--- src/rtl/free_list.sv ---
// Physical register free list: 32-entry circular FIFO of free tags with branch checkpoint/restore.
// Define FREE_LIST_DEBUG_EN to expose internal state ports and the overflow assertion.
module free_list (
    input  logic             clock,
    input  logic             reset,
    input  logic             enable,
    input  logic             retire_en,
    input  logic [6:0]       retire_tag,
    input  logic             checkpoint_en,
    input  logic             branch_incorrect,
`ifdef FREE_LIST_DEBUG_EN
    output logic [31:0][5:0] fl_entries_out,
    output logic [5:0]       head_out,
    output logic [5:0]       tail_out,
`endif
    output logic [6:0]       free_reg,
    output logic             free_valid,
    output logic [5:0]       num_free
);

    localparam int NUM_PHYS_REG = 64;
    localparam int NUM_GEN_REG  = 32;
    localparam int FL_DEPTH     = NUM_PHYS_REG - NUM_GEN_REG;

    logic [5:0] r_entries [FL_DEPTH];
    logic [5:0] r_head;
    logic [5:0] r_tail;
    logic [5:0] r_ckpt_head;

    logic [5:0] w_count;
    logic       w_empty;
    logic       w_full;
    logic       w_deq;
    logic       w_enq;
    logic [5:0] w_head_adv;
    logic       w_unused_ready;

    assign w_unused_ready = retire_tag[6];

    assign w_count = r_tail - r_head;
    assign w_empty = (w_count == 6'd0);
    assign w_full  = (w_count == 6'(FL_DEPTH));

    assign w_deq = enable && !w_empty && !branch_incorrect;
    // A full list can still accept a retire when the head slot is being vacated.
    assign w_enq = retire_en && (!w_full || w_deq);

    assign w_head_adv = r_head + {5'd0, w_deq};

    assign num_free   = w_count;
    assign free_valid = !w_empty;
    assign free_reg   = {1'b0, r_entries[r_head[4:0]]};

    always_ff @(posedge clock) begin
        if (reset) begin
            for (int i = 0; i < FL_DEPTH; i++) begin
                r_entries[i] <= 6'(NUM_GEN_REG + i);
            end
        end else if (w_enq) begin
            r_entries[r_tail[4:0]] <= retire_tag[5:0];
        end
    end

    always_ff @(posedge clock) begin
        if (reset) begin
            r_head      <= 6'd0;
            r_tail      <= 6'(FL_DEPTH);
            r_ckpt_head <= 6'd0;
        end else begin
            if (w_enq) begin
                r_tail <= r_tail + 6'd1;
            end
            if (branch_incorrect) begin
                r_head <= r_ckpt_head;
            end else begin
                r_head <= w_head_adv;
                if (checkpoint_en) begin
                    r_ckpt_head <= w_head_adv;
                end
            end
        end
    end

`ifdef FREE_LIST_DEBUG_EN
    always_comb begin
        for (int i = 0; i < FL_DEPTH; i++) begin
            fl_entries_out[i] = r_entries[i];
        end
    end

    assign head_out = r_head;
    assign tail_out = r_tail;

`ifndef SYNTHESIS
    always_ff @(posedge clock) begin
        if (!reset) begin
            assert (!(retire_en && w_full && !w_deq))
            else $error("free_list: retire into a full free list");
        end
    end
`endif
`endif

endmodule
--- config.mk ---
export PLATFORM = sky130hd
export DESIGN_NAME = free_list
export DESIGN_NICKNAME = d
export VERILOG_FILES = /design/src/rtl/free_list.sv
export SDC_FILE = /design/constraint.sdc
export NUM_CORES = 1
export LEC_CHECK = 0
export BUFFER_PORTS_ARGS = -buffer_cell sky130_fd_sc_hd__buf_2
export CORE_MARGIN = 2
export CORE_UTILIZATION = 30
export DETAILED_ROUTE_END_ITERATION = 10
export MAX_ROUTING_LAYER = met4
export SYNTH_ARGS = -nofsm -noshare
export SYNTH_HDL_FRONTEND = slang
export SYNTH_SLANG_ARGS = --single-unit
--- constraint.sdc ---
create_clock -name clock -period 7 [get_ports clock]
set_input_delay 2.1 -clock clock [delete_from_list [all_inputs] [get_ports clock]]
set_output_delay 2.1 -clock clock [all_outputs]
set_load 0.005 [all_outputs]
==> results.rst <==
.. list-table::
   :header-rows: 1

   * - Metric
     - Value
   * - Total negative setup slack
     - 0 ps
   * - Number of buffers added to fix hold violations after cts
     - 0
   * - Final Power
     - 2.96 mW
   * - Largest net degree at the start of global routing
     - 57
   * - Final setup violation count
     - 0
   * - Diode insertion count for antenna repair
     - 0
   * - Number of levels the H-tree was split into
     - 1
   * - Combined area of the multi-input logic cells
     - 3780 µm²
   * - Die outline height
     - 189 µm
   * - Slew @ Worst Pin
     - 1100 ps
   * - Critical Path Source Type
     - flop
   * - Drt wl/cell
     - 21.3 µm
   * - Top cells by count, synth
     - edfxtp_1, or3_1, and3_1
   * - Number of DRC violations after detailed-routing iteration 0
     - 533
   * - Nets
     - 734
   * - Max Transition Viols Final
     - 0
   * - Total area of sequential cells
     - 6130 µm²
   * - Drt pass-1 iters
     - 7
   * - Sinks on the clock net
     - 210
   * - DRC
     - 0
   * - Post-route fraction of the period consumed by the critical path
     - 80.9%
   * - Vias in the first global route
     - 6046
   * - Routability-driven placement congestion ratio
     - 0.736
   * - Largest clock skew in the final design
     - 8.57 ps
   * - Gate Count Post-Synth
     - 728
   * - Max_cap viols
     - 0
   * - Clock tree from TritonCTS
     - built
   * - Synthesized Nets
     - 753
   * - Final critical-path setup slack
     - 1340 ps
   * - Maximum clock frequency
     - 177 MHz
   * - Count of standard-cell rows
     - 67
   * - Die Footprint
     - 35700 µm²
   * - Post-CTS resize count
     - 0
   * - Sequential fraction of the synthesis area
     - 59.6%
   * - Placement Setup Slack
     - 1830 ps
   * - Worst IR Drop VDD
     - 0.000140 V
   * - Clock latency on the worst-skew pair
     - 510 ps
   * - Top-area cell type share of the netlist area
     - 56.1%
   * - GRT Resource Usage Total
     - 14.4%
   * - Number of I/O pins
     - 27
   * - Post-synth cell types
     - 45
   * - Number of buffer cells added on primary ports
     - 24
   * - Aggregate routed wire length
     - 25000 µm
   * - Library cell contributing the largest single delay on the critical path
     - inv_1
   * - Final-report hold violation count
     - 0
   * - Sequence of cells on the critical path
     - inv_1 > ha_1 > a21oi_1 > a21boi_1 > a311o_1 > or4_4 > buf_2
   * - Number of register bits inferred by synthesis
     - 210
   * - Worst hold path class
     - flop to flop
   * - Deepest clock path buffer count
     - 3
   * - Residual overflow from global routing
     - 0
   * - Arrival time worst endpoint
     - 3560 ps
   * - Count of flip-flops with a built-in enable after synthesis
     - 192
   * - Proportion of register bits with asynchronous set or reset after synthesis
     - 0%
   * - Core region area
     - 33600 µm²
   * - Leak pwr
     - 3.73 nW
   * - Filler Cells Inserted
     - 3225
   * - Layout cell share with drive strength beyond 1
     - 19.8%
   * - Num CTS Buffers
     - 25
   * - RSZ-0062 raised after global routing
     - false
   * - Area growth from synthesis to final layout
     - 11.7%
   * - Routed Antenna Nets
     - 0
   * - Synthesized area divided by synthesized cell count
     - 14.1 µm²
   * - Crit-path max cell delay
     - 660 ps
   * - Largest fanout on the critical path
     - 15
   * - Total number of vias
     - 6195
   * - Global-route wire length before repair
     - 37800 µm
   * - Worst Path Class, Setup
     - flop to output port
   * - Required time of the critical path
     - 4900 ps
   * - Buffer count from post-CTS setup fixing
     - 0
   * - Run status
     - finished, final reports clean
   * - Synthesized area
     - 10300 µm²
   * - Clk slew on worst S/H paths
     - 60 ps
   * - Root Driver
     - clkbuf_16
   * - Effective utilization at floorplan
     - 30.6%
   * - Most frequent cell after synthesis
     - edfxtp_1
   * - Post-detailed-route via-to-cell ratio
     - 5.27
   * - Cell type with the highest aggregate area in the netlist
     - edfxtp_1
   * - Relative slew slack
     - 26.7%
   * - Time the final worst path needs with I/O delays and setup
     - 5660 ps
   * - Final HPWL DP
     - 14400 µm
   * - Top area cells in the synthesized netlist
     - edfxtp_1, mux4_2, or3_1
   * - Kind of end point of the critical path
     - output port
   * - P per Cell Area
     - 258 nW/µm²
   * - Die X
     - 189 µm
   * - Prevailing post-synth register cell
     - edfxtp_1
   * - Number of antenna violations at the first check in global routing
     - 0
   * - Warning count from the yosys run
     - 0
## final cells by class
cell class / count / share of cell area (%)
Multi-Input combinational cell: 429 / 32.9
Timing Repair Buffer: 35 / 1.77
Tap cell: 448 / 4.89
Inverter: 8 / 0.262
Sequential cell: 210 / 53.4
Clock inverter: 8 / 0.611
Clock buffer: 37 / 6.11
## cells in the final DEF (no fill, tap or decap), drive strengths merged, types with 4 or more instances in the layout
cell type | Yosys | routed
nand2b | 4 | 4
or3 | 114 | 114
inv | 7 | 8
mux4 | 60 | 60
nand2 | 26 | 26
a21o | 36 | 36
clkbuf | 59 | 37
buf | 22 | 35
a21oi | 13 | 13
ha | 11 | 11
nor2b | 6 | 6
edfxtp | 192 | 192
clkinv | 1 | 7
mux2i | 6 | 6
and3 | 81 | 81
a211oi | 5 | 5
xnor2 | 5 | 5
dfxtp | 18 | 18
nor2 | 25 | 25
## worst max-delay path, delay by kind of cell (launching register included)
family | cells | cell delay [ps]
flip-flops | 1 | 340
AND/OR/NAND/NOR | 1 | 580
AO/OA/AOI/OAI | 3 | 920
adder cells (fa/ha/maj) | 1 | 410
buffers and inverters | 2 | 800
## metrics by stage
step	utilization (%)	instance area, µm²	std cells	hold WS, ps
after floorplan	-	10300	728	455
after global placement	31.8	10700	1130	459
after detailed placement	31.8	10700	1130	471
after CTS	34.1	11500	1175	486
after global routing	34.1	11500	1175	509
final	34.1	11500	1175	487
## report_power, final
group	internal, mW	switching, mW
clock	0.728	0.501
combinational	0.110	0.203
sequential	1.39	0.0201
## worst paths after layout
kind / end / cells past startpoint / from / slack, ps
max: free_valid / 7 / r_head[2] / 1340
min: r_head[5] / 2 / r_ckpt_head[5] / 490
max reg2reg: r_head[4] / 14 / r_head[2] / 2750
min reg2reg: r_head[5] / 2 / r_ckpt_head[5] / 490
## logic make-up (layout without fill, tap and decap cells)
kind of cell | after synthesis | count (layout) | share of synthesized area (%)
compound gates | 60 | 60 | 4.42
xor+xnor | 8 | 8 | 0.682
fa+ha+maj | 12 | 12 | 1.53
buf+inv | 89 | 88 | 3.58
flops | 210 | 210 | 59.6
mux | 69 | 69 | 14.1
other cells | 1 | 1 | 0.0365
simple gates | 279 | 279 | 16.0
## sequential cells by signal, indices dropped and copies added (netlist names)
signal,cells
r_head,6
r_entries,192
r_ckpt_head,6
r_tail,6
## metal layers
metal / part of all wire, % / GRT usage [%] / vias up
met1: 44 / 19.7 / 3158
met4: 1.9 / 4.06 / 0
met3: 6.6 / 1.74 / 30
met2: 48 / 22.6 / 232
met5: 0 / - / -
li1: - / - / 2775
(Power assumes the default switching activity.)
